## src/rtl/uart_tx.sv

```systemverilog
// uart_tx: FIFO-buffered 8N1 UART transmitter.
//
// Bytes written through a valid/ready handshake are queued in a small
// synchronous FIFO and serialized LSB-first onto tx: one start bit (0),
// eight data bits, one stop bit (1), each CLKS_PER_BIT clocks long.
// When more data is queued, the next start bit follows the stop bit
// directly, with no idle cycle in between.
//
// Ports:
//   clk        system clock
//   rst        asynchronous, active-high reset
//   in_data    byte to transmit
//   in_valid   in_data is presented for write
//   in_ready   FIFO has room (fifo_count != FIFO_DEPTH)
//   tx         registered serial output, idle high
//   busy       a frame is in progress or bytes are queued
//   fifo_count bytes queued, excluding the byte being shifted out
module uart_tx #(
    parameter int CLK_FREQ     = 10_000_000,
    parameter int BAUD_RATE    = 1_000_000,
    parameter int CLKS_PER_BIT = CLK_FREQ / BAUD_RATE,
    parameter int FIFO_DEPTH   = 8
) (
    input  logic                          clk,
    input  logic                          rst,
    input  logic [7:0]                    in_data,
    input  logic                          in_valid,
    output logic                          in_ready,
    output logic                          tx,
    output logic                          busy,
    output logic [$clog2(FIFO_DEPTH):0]   fifo_count
);

    localparam int PW = $clog2(FIFO_DEPTH);
    localparam int NW = PW + 1;
    localparam int CW = $clog2(CLKS_PER_BIT);
    localparam logic [CW-1:0] LAST_CLK = CW'(CLKS_PER_BIT - 1);
    localparam logic [NW-1:0] FULL_CNT = NW'(FIFO_DEPTH);

    typedef enum logic [1:0] {
        S_IDLE  = 2'd0,
        S_START = 2'd1,
        S_DATA  = 2'd2,
        S_STOP  = 2'd3
    } state_t;

    state_t          r_state;
    logic            r_tx;
    logic [CW-1:0]   r_clk_count;
    logic [2:0]      r_bit_index;
    logic [7:0]      r_shift;
    logic [PW-1:0]   r_rd_ptr;
    logic [PW-1:0]   r_wr_ptr;
    logic [NW-1:0]   r_count;
    logic [7:0]      r_mem [FIFO_DEPTH];

    state_t          w_state_next;
    logic            w_tx_next;
    logic [CW-1:0]   w_clk_count_next;
    logic [2:0]      w_bit_index_next;
    logic [7:0]      w_shift_next;
    logic [NW-1:0]   w_count_next;
    logic            w_wr;
    logic            w_pop;
    logic            w_bit_end;
    logic [7:0]      w_head;

    assign in_ready   = (r_count != FULL_CNT);
    assign tx         = r_tx;
    assign busy       = (r_state != S_IDLE) || (r_count != '0);
    assign fifo_count = r_count;

    assign w_wr      = in_valid && in_ready;
    assign w_bit_end = (r_clk_count == LAST_CLK);
    assign w_head    = r_mem[r_rd_ptr];

    // FIFO storage: no reset so it maps onto plain RAM.
    always_ff @(posedge clk) begin
        if (w_wr) begin
            r_mem[r_wr_ptr] <= in_data;
        end
    end

    always_comb begin
        w_state_next     = r_state;
        w_tx_next        = r_tx;
        w_clk_count_next = r_clk_count;
        w_bit_index_next = r_bit_index;
        w_shift_next     = r_shift;
        w_pop            = 1'b0;

        case (r_state)
            S_IDLE: begin
                w_tx_next        = 1'b1;
                w_clk_count_next = '0;
                if (r_count != '0) begin
                    w_pop        = 1'b1;
                    w_shift_next = w_head;
                    w_tx_next    = 1'b0;
                    w_state_next = S_START;
                end
            end
            S_START: begin
                if (w_bit_end) begin
                    w_clk_count_next = '0;
                    w_tx_next        = r_shift[0];
                    w_bit_index_next = 3'd0;
                    w_state_next     = S_DATA;
                end else begin
                    w_clk_count_next = r_clk_count + CW'(1);
                end
            end
            S_DATA: begin
                if (w_bit_end) begin
                    w_clk_count_next = '0;
                    w_shift_next     = {1'b0, r_shift[7:1]};
                    if (r_bit_index == 3'd7) begin
                        w_tx_next    = 1'b1;
                        w_state_next = S_STOP;
                    end else begin
                        // r_shift[1] becomes bit 0 after this shift.
                        w_tx_next        = r_shift[1];
                        w_bit_index_next = r_bit_index + 3'd1;
                    end
                end else begin
                    w_clk_count_next = r_clk_count + CW'(1);
                end
            end
            S_STOP: begin
                if (w_bit_end) begin
                    w_clk_count_next = '0;
                    if (r_count != '0) begin
                        // Back-to-back frame: straight into the next start bit.
                        w_pop        = 1'b1;
                        w_shift_next = w_head;
                        w_tx_next    = 1'b0;
                        w_state_next = S_START;
                    end else begin
                        w_tx_next    = 1'b1;
                        w_state_next = S_IDLE;
                    end
                end else begin
                    w_clk_count_next = r_clk_count + CW'(1);
                end
            end
            default: begin
                w_tx_next        = 1'b1;
                w_clk_count_next = '0;
                w_state_next     = S_IDLE;
            end
        endcase
    end

    always_comb begin
        w_count_next = r_count;
        case ({w_wr, w_pop})
            2'b10:   w_count_next = r_count + NW'(1);
            2'b01:   w_count_next = r_count - NW'(1);
            default: w_count_next = r_count;
        endcase
    end

    always_ff @(posedge clk or posedge rst) begin
        if (rst) begin
            r_state     <= S_IDLE;
            r_tx        <= 1'b1;
            r_clk_count <= '0;
            r_bit_index <= '0;
            r_shift     <= '0;
            r_rd_ptr    <= '0;
            r_wr_ptr    <= '0;
            r_count     <= '0;
        end else begin
            r_state     <= w_state_next;
            r_tx        <= w_tx_next;
            r_clk_count <= w_clk_count_next;
            r_bit_index <= w_bit_index_next;
            r_shift     <= w_shift_next;
            r_count     <= w_count_next;
            // Pointers wrap naturally since FIFO_DEPTH is a power of two.
            if (w_wr) begin
                r_wr_ptr <= r_wr_ptr + PW'(1);
            end
            if (w_pop) begin
                r_rd_ptr <= r_rd_ptr + PW'(1);
            end
        end
    end

endmodule

```

## config.mk

```make
export PLATFORM = sky130hd
export DESIGN_NAME = uart_tx
export DESIGN_NICKNAME = d
export VERILOG_FILES = /design/src/rtl/uart_tx.sv
export SDC_FILE = /design/constraint.sdc
export NUM_CORES = 1
export LEC_CHECK = 0
export CAP_MARGIN = 25
export CELL_PAD_IN_SITES_DETAIL_PLACEMENT = 0
export CELL_PAD_IN_SITES_GLOBAL_PLACEMENT = 1
export CORE_ASPECT_RATIO = 1.4
export CORE_MARGIN = 2
export CORE_UTILIZATION = 27
export DETAILED_ROUTE_END_ITERATION = 8
export GPL_ROUTABILITY_DRIVEN = 0
export PLACE_DENSITY_LB_ADDON = 0.1
export SYNTH_ARGS = -nofsm -noshare
export SYNTH_HDL_FRONTEND = slang
export SYNTH_SLANG_ARGS = --single-unit
```

## constraint.sdc

```tcl
create_clock -name clk -period 2.5 [get_ports clk]
set_input_delay 0.75 -clock clk [delete_from_list [all_inputs] [get_ports clk]]
set_output_delay 0.75 -clock clk [all_outputs]
set_load 0.1 [all_outputs]
```

* Yosys cells after proc, flatten, opt, wreduce, memory -nomap -nowiden
Memories as Yosys holds them, arrays and structs flattened. Cells that the tools add are included.
Word-level totals: register bits after elaboration 28, bits in writable memories 64, input bits 11, output and inout bits 7, logic and storage cells 71, memories kept 1
Memories:
- r_mem | depth 8, width 8, read ports 1, clocked after Yosys merged registers in 0, write ports 1, line 55 | logic [7:0] r_mem [FIFO_DEPTH];
Operators by class: $add $sub $neg 6, eq/ne operators 14, mux-type cells 29, reduce and logical (&&, ||, !) cells 13
Operators by type and width (number):
- 8-bit 2-to-1 mux | 3
- 8-bit case mux with 3 select lines | 1
- 4-bit case mux with 2 select lines | 2
- 2-bit inequality test, second input constant | 6
- 1-bit 2-to-1 mux | 10
- 2-bit 2-to-1 mux | 5
- 3-bit by 1-bit adder with 3-bit output, second input constant | 3
- 3-bit 2-to-1 mux | 3
- 4-bit by 1-bit adder with 4-bit output, second input constant | 2
- 2-bit case mux with 4 select lines | 1
- 2-bit == test, second input constant | 3
- 3-bit case mux with 2 select lines | 1
- 3-bit AND reduction | 2
- 2-bit nonzero test | 3
- 5-bit AND reduction | 1
- 2-bit by 1-bit == test with 1-bit output, second input constant | 2
- 4-bit == test, second input constant | 1
- 4-bit 2-to-1 mux | 1
- 4-bit inequality test, second input constant | 1
- 1-bit case mux with 4 select lines | 1
- 4-bit AND reduction | 1
- 4-bit nonzero test | 1
- 4-bit by 1-bit subtractor with 4-bit output, second input constant | 1
- 3-bit == test, second input constant | 1
- other kinds (6) | 6

* Depth between registers and ports, before layout
Gate-level depths: netlist of the first run.
depth after elaboration 6, gate-level depth with buffers 10, mapped depth without buffers 10

* Worst setup path before layout of the first run
Ideal clock, no wire load.
path kind reg-to-reg, start point register r_count[3], in the netlist fifo_count[3], end point register r_count[3], in the netlist fifo_count[3], library setup time 0.131 ns, arrival time 3.107 ns, data required time 2.369 ns, setup slack -0.738 ns, cell stages (with the launch flop) 9, path buffers 0, clock period less this slack 3.238 ns, cell sequence dfrtp_1 -> or4b_4 -> nand2_2 -> ha_1 -> ha_1 -> a21o_1 -> a2111oi_0 -> nand4b_1 -> nand3_1
On the way: elaborated cells between the ends (all ways) 12, classes of those cells add/sub: 2; eq/ne: 3; mux: 4; reduce/logical: 3
RTL lines:
- from (decl) | line 54 | logic [NW-1:0] r_count;
- from (signal assigned) | line 179 | r_count <= w_count_next;
- 4-bit inequality test (*) | line 68 | assign in_ready = (r_count != FULL_CNT);
- named net in_ready | line 28 | output logic in_ready,
- 1-bit logical AND (*) | line 73 | assign w_wr = in_valid && in_ready;
- 2-bit by 1-bit == test with 1-bit output or 2-bit == test (tied branches) | line 156 | case ({w_wr, w_pop})
- 4-bit case mux with 2 select lines or 2-bit nonzero test (tied branches)
The timed path passes the listed nets; every way through them passes the cells marked *. A chain may end at the register's enable or synchronous reset.

* Worst setup path after layout of the first run
start point register r_count[1], in the netlist fifo_count[1], end point output port busy
On the way: word-level cells in the longest chain between the ends 2
RTL lines:
- 4-bit nonzero test | line 70 | assign busy = (r_state != S_IDLE) || (r_count != '0);
- 1-bit logical OR | line 70
- to (decl) | line 30 | output logic busy,
No other way between the ends.

==> results of run 1 <==
-- per-stage QoR --
| stage | utilization | instances | power [uW] | setup slack, ns |
|---|---|---|---|---|
| floorplan | - | 250 | 2593 | -0.2172 |
| global placement | 0.3237 | 482 | 2947 | -0.09244 |
| detailed placement | 0.3237 | 482 | 2960 | -0.1078 |
| CTS | 0.3448 | 500 | 4324 | 0.01049 |
| global route | 0.3480 | 502 | 4478 | -0.009259 |
| finish | 0.3480 | 502 | 4256 | 0.1125 |
-- worst paths after layout --
kind | slack [ns] | endpoint | startpoint
setup reg to reg | 0.14 | fifo_count[3] | r_state[1]
hold / removal | 0.51 | r_shift[7] | r_shift[7]
setup / recovery | 0.11 | busy | fifo_count[1]
hold reg to reg | 0.51 | r_shift[7] | r_shift[7]
min in group asynchronous | 0.77 | fifo_count[2] | rst
max in group asynchronous | 1.14 | tx | rst
-- power by group through the flow --
stage          Clock, uW  Sequential (uW)  Combinational, uW
2_1_floorplan          0             2240                356
3_3_place_gp           0             2000                944
3_5_place_dp           0             2010                954
4_1_cts             1380             1980                972
5_1_grt             1440             2000               1040
6_report            1330             1970                956
-- layer usage --
metal	wire, um	share of wire
met4	107	0.013
met5	0	0
met3	173	0.021
met1	3512	0.42
met2	4564	0.55
-- area by class of cell --
| cell class | count | share of cell area |
|---|---|---|
| repair buffers | 54 | 0.09269 |
| inverters | 9 | 0.006691 |
| well taps | 189 | 0.04684 |
| flip-flops and latches | 92 | 0.5222 |
| multi-input cells | 142 | 0.2741 |
| clock inverters | 7 | 0.01289 |
| clock buffers | 9 | 0.04461 |
-- sequential cells by signal, summed over array words and instances (netlist names) --
name         count
r_wr_ptr         3
fifo_count       4
r_rd_ptr         3
r_bit_index      3
r_mem           64
tx               1
r_clk_count      4
r_state          2
r_shift          8
-- cell usage in the layout, fill, tap and decap left out, types with 8 or more instances in the layout --
cell             count
ha_1                11
mux4_2              16
o21ai_1             12
clkdlybuf4s50_1     10
buf_4               41
edfxtp_1            64
a22oi_1              9
nor2_1              12
nor3_1               8
mux2i_1             10
nand2_1             14
inv_1                9
dfrtp_1             23
clkbuf_16            9
-- worst min-delay path: cells and delay by family, from the launching register on --
family	cells	cell delay, ns
flops	1	0.35
simple gates	1	0.06
compound gates	1	0.06
-- logic make-up after synthesis --
logic type      after synthesis  share of synthesized area
compound gates               36                    0.06100
xor+xnor                      7                    0.01525
fa+ha+maj                    16                    0.05167
buf+inv                      16                    0.02023
flops                        92                     0.6527
mux                          29                     0.1229
simple gates                 54                    0.07625
-- repair_timing --
item | CTS | global route
gates cloned | 0 | 0
hold buffers | 0 | 0
buffers inserted | 2 | 2
setup endpoints to repair | 1 | 2
gates resized for setup | 0 | 6
pin swaps | 1 | 4
==> summary.md, run 1 <==
| Metric | Value |
|---|---|
| Pwr dens | 843.0 nW/um2 |
| Final ANT Viol Nets | 0 |
| CP Launch Type | flip-flop |
| Asr flop ratio synth | 0.3043 |
| EDFF count, synth | 64 |
| Fin Setup TNS | 0 ns |
| Placed inst area | 4697 um2 |
| Met3 usage | 0.02410 |
| Synth Area per Inst | 16.08 um2 |
| Final wirelength | 8358 um |
| Vias/cell | approximately 4.4 |
| Worst path bufs/invs | 3 |
| Leak | 0.001890 uW |
| Area taken by multi-input logic gates | 1384 um2 |
| Hold Path Depth | 2 |
| Max Freq | 418.8 MHz |
| Grt peak-use layer | met2 |
| CTS tree | done |
| Clk pwr share | 0.312 |
| Synth cell types | 46 |
| Drt pass-1 iters | 4 |
| Number of global-route vias before repair | 2439 |
| Crit-path cells | buf_4 -> nor4_4 -> buf_4 -> nand2_2 -> buf_12 |
| Post-synthesis register bit count | 92 |
| Worst Reg2Reg Path Length in Cells | 9 |
| Layout area overhead | 25.58% |
| Syn. warnings | 0 |
| Peak VDD IR | 0.3419 mV |
| Grt ovf | 0 |
| Main synth FF type | edfxtp_1 |
| Via count | approximately 2200 |
| Status | finished, final reports clean |
| Internal | 2908 uW |
| Largest net degree at the start of global routing | 19 |
| Most common cell in the netlist | edfxtp_1 |
| DP HPWL | approximately 5800 um |
| Top-area cell type share of the netlist area | 0.4781 |
| Met1 Usage GRT | 0.1317 |
| Switch share | 0.3166 |
| Final critical-path share of the clock period | 0.9550 |
| I/O pins | 18 |
| Layout cell share with drive strength beyond 1 | 0.3099 |
| Crit Path Class | flip-flop to primary output |
| Chip width | 107.1 um |
| FP Rows | 52 |
| Max-slew headroom | 0.5831 |
| Initial antenna violation count | 0 |
| All-Layer GR Usage | 0.1152 |
| Crit-path most repeated cell | buf_4 |
| WL/cell | roughly 17 um |
| Diode count | 0 |
| Residual DRC | 0 |
| Clk Latency, worst-skew pair | 0.35 ns |
| DRC marker count from the first detailed-route iteration | between 100 and 150 |
| Worst-Margin Slew | 0.6253 ns |
| Post-Syn Instances | 250 |
| Logic pwr share | 0.225 |
| Fillcell total | 1389 |
| Synthesized net count | between 200 and 300 |
| WP data arrival | 1.64 ns |
| Crit-path max FO | 4 |
| Hold Crit Class | flip-flop to flip-flop |
| # setup viols final | 0 |
| Final Hold Viols | 0 |
| Register area | 2636 um2 |
| Fin area | approximately 5000 um2 |
| Met2 track demand over resource | 0.2089 |
| Clock buffer depth | 2 |
| Starting Density | 0.2771 |
| Total Die Area | 15900 um2 |
| Sw power | about 1300 uW |
| Data required time of the critical path | roughly 1.8 ns |
| Cell Area, Synth | 4020 um2 |
| Clock edge transition at the registers on the reported setup and hold paths | around 0.080 ns |
| Minimum clock period | roughly 2.4 ns |
| Global-route wire length before repair | 13490 um |
| Core Region | approximately 15000 um2 |
| Seq pwr share | 0.463 |
| Slowest Stage Delay on Critical Path | ~0.48 ns |
| Clk_skew | 0.01086 ns |
| Synth area leaders | edfxtp_1 48%, dfrtp_1 17%, mux4_2 9.0% |
| Kind of cell adding the most delay to the critical path | buffers and inverters |
| CTS root buf | clkbuf_16 |
| WP depth | 5 |
| Die Ht | 148.4 um |
| Total CTS buffers | 9 |
| CTS HTree Levels | 3 |
| Nets@finish | between 300 and 400 |
| # port buffers | 17 |
| Slowest stage cell, crit path | dfrtp_4 |
| Nature of the critical path endpoint | primary output |
| Seq/Total Area, Yosys | 0.6527 |
| Most frequent cells after synthesis | 64 x edfxtp_1, 27 x dfrtp_1, 16 x mux4_2, 15 x ha_1, 15 x nand2_1 |
| Max Slew Vio Count | 0 |
| Clock Sinks | 92 |
| Worst Hold Margin | roughly 0.51 ns |
| Max Cap Viol | 0 |
| Post-synth top area cell | edfxtp_1 |
| RSZ-0062 raised after global routing | true |
Power figures use the tool's default switching activity.
==> inputs of run 2 (changes only) <==
ABC_CLOCK_PERIOD_IN_PS = 2500   (was unset)
==> results of run 2 <==
No change in the layout: final DEF, timing and power equal those of run 1.
==> inputs of run 3 (changes only) <==
CORE_MARGIN = 1   (was 2)
==> run 3 against run 2 <==
  * Combinational power increased by 3.7%
  * Fmax fell by 0.32%
  * Hold slack got worse by 0.014 ns
  * Count of clock-buffer cells in the layout stayed put
==> summary.md, run 3 (synthesis gave the netlist of run 1 again) <==
| Metric | Value |
|---|---|
| # setup viols final | 0 |
| Hold Path Depth | 2 |
| Clock buffer depth | 2 |
| Largest regs | r_mem: 64 flops, r_shift: 8 flops |
| Final wirelength | 8435 um |
| Grt ovf | 0 |
| Starting Density | 0.2771 |
| Core Region | 14510 um2 |
| Nets@finish | ~340 |
| Placed inst area | about 4700 um2 |
| Die Ht | between 100 and 150 um |
| Leak | 0.001879 uW |
| Final ANT Viol Nets | 0 |
| Peak VDD IR | 0.3456 mV |
| WL/cell | 16.77 um |
| Chip width | between 100 and 150 um |
| Clk Latency, worst-skew pair | 0.34 ns |
| Clock edge transition at the registers on the reported setup and hold paths | 0.07 ns |
| Largest net degree at the start of global routing | 29 |
| Worst Reg2Reg Path Length in Cells | 8 |
| Clock Sinks | a little over 90 |
| Fillcell total | 1407 |
| WP data arrival | 1.65 ns |
| Inst Count DP | approximately 490 |
| Status | finished, final reports clean |
| Data required time of the critical path | 1.75 ns |
| Initial antenna violation count | 0 |
| Residual DRC | 0 |
| Layout cell share with drive strength beyond 1 | 0.3089 |
| Commonest non-fill, non-tap cell in the layout | edfxtp_1 |
| DP HPWL | between 5000 and 6000 um |
| Number of flip-flops in the largest register | 64 |
| All-Layer GR Usage | 0.1211 |
| Total CTS buffers | 9 |
| Max Freq | between 400 and 500 MHz |
| Fin Setup TNS | 0 ns |
| I/O pins | 18 |
| Clk_skew | around 0.0055 ns |
| Drt pass-1 iters | 4 |
| Area taken by multi-input logic gates | 1371 um2 |
| RSZ-0062 raised after global routing | false |
| Register area | approximately 2600 um2 |
| Hold-fix buffer count after cts | 0 |
| Hold Crit Class | flip-flop to flip-flop |
| Layout Cells excl Fill | 503 |
| CP Launch Type | flip-flop |
| Crit-path max FO | 4 |
| Nature of the critical path endpoint | primary output |
| Total Die Area | 15390 um2 |
| Final Hold Viols | 0 |
| Diode count | 0 |
| # port buffers | 17 |
| DRC marker count from the first detailed-route iteration | 118 |
| Max Slew Vio Count | 0 |
| Number of global-route vias before repair | 2415 |
| Minimum clock period | 2.395 ns |
| CTS HTree Levels | 3 |
| Crit Path Class | flip-flop to primary output |
| Max Cap Viol | 0 |
| Pwr dens | 843.9 nW/um2 |
| Via count | 2233 |
| Global-route wire length before repair | about 14000 um |
| Fin area | 5039 um2 |
| Final critical-path share of the clock period | 0.9581 |
| CTS tree | done |
| Max-slew headroom | 0.6988 |
| Top reg by flops | r_mem |
| Most frequent cells in the layout | 64 x edfxtp_1, 42 x buf_4, 23 x dfrtp_1, 16 x mux4_2, 14 x nand2_1 |
| Layout area overhead | 25.33% |
| CTS root buf | clkbuf_16 |
| Worst-Margin Slew | about 0.45 ns |
| Vias/cell | ~4.4 |
| FP Rows | 52 |
[run 3: changes by cell type in the layout (fill, tap and decap cells not counted)]
cell        previous run  this run
ha_4                   3         2
inv_6                  2         1
ha_1                  11        12
inv_8                  3         1
clkinvlp_4             0         3
buf_4                 41        42
clkinv_4               1         2
clkinv_2               1         0
[run 3: path summary, 6_finish.rpt]
path | endpoint | startpoint | slack (ns)
max reg2reg | fifo_count[3] | fifo_count[2] | 0.13
min in group asynchronous | r_clk_count[2] | rst | 0.78
max in group asynchronous | tx | rst | 1.39
min reg2reg | r_shift[7] | r_shift[7] | 0.50
min | r_shift[7] | r_shift[7] | 0.50
max | busy | fifo_count[1] | 0.10
[run 3: power by group]
group / internal [uW] / switching [uW] / total (uW)
clock network: 688 / 610 / 1300
registers: 1860 / 98.5 / 1960
logic: 358 / 634 / 991
[run 3: area by class of cell]
cell class | count | area share
Clock buffer | 9 | 0.04470
Inverter | 9 | 0.006705
Clock inverter | 7 | 0.01192
Timing Repair Buffer | 55 | 0.09436
Multi-Input combinational cell | 142 | 0.2722
Sequential cell | 92 | 0.5232
Tap cell | 189 | 0.04693
[run 3: what timing repair did]
action,CTS,global route
pin swaps,1,2
setup buffers,2,0
setup endpoints to repair,1,2
gates resized for setup,0,5
[run 3: per-stage QoR]
step           utilization  worst slack (ns)  total power [uW]  hold WS (ns)
3_5_place_dp        0.3253           -0.1620              2984        0.4857
4_1_cts             0.3460          0.003457              4313        0.5012
3_3_place_gp        0.3253           -0.1089              2979        0.4792
5_1_grt             0.3473           0.01123              4457        0.5336
6_report            0.3473            0.1048              4252        0.4964
2_1_floorplan            -           -0.2172              2593        0.4560
[run 3: worst max-delay path, stage by stage, from the launching register on]
cell	delay (ns)
dfrtp_4	0.48
buf_4	0.17
nor4_4	0.25
buf_4	0.17
nand2_2	0.07
buf_12	0.17
[run 3: routing by layer]
metal  up-vias  wire length (um)  GRT usage
met5         -                 0          0
met4         0               174    0.05915
met3        13               170    0.01875
met2        26              4486     0.2086
met1      1112              3604     0.1471
li1       1082                 -          -
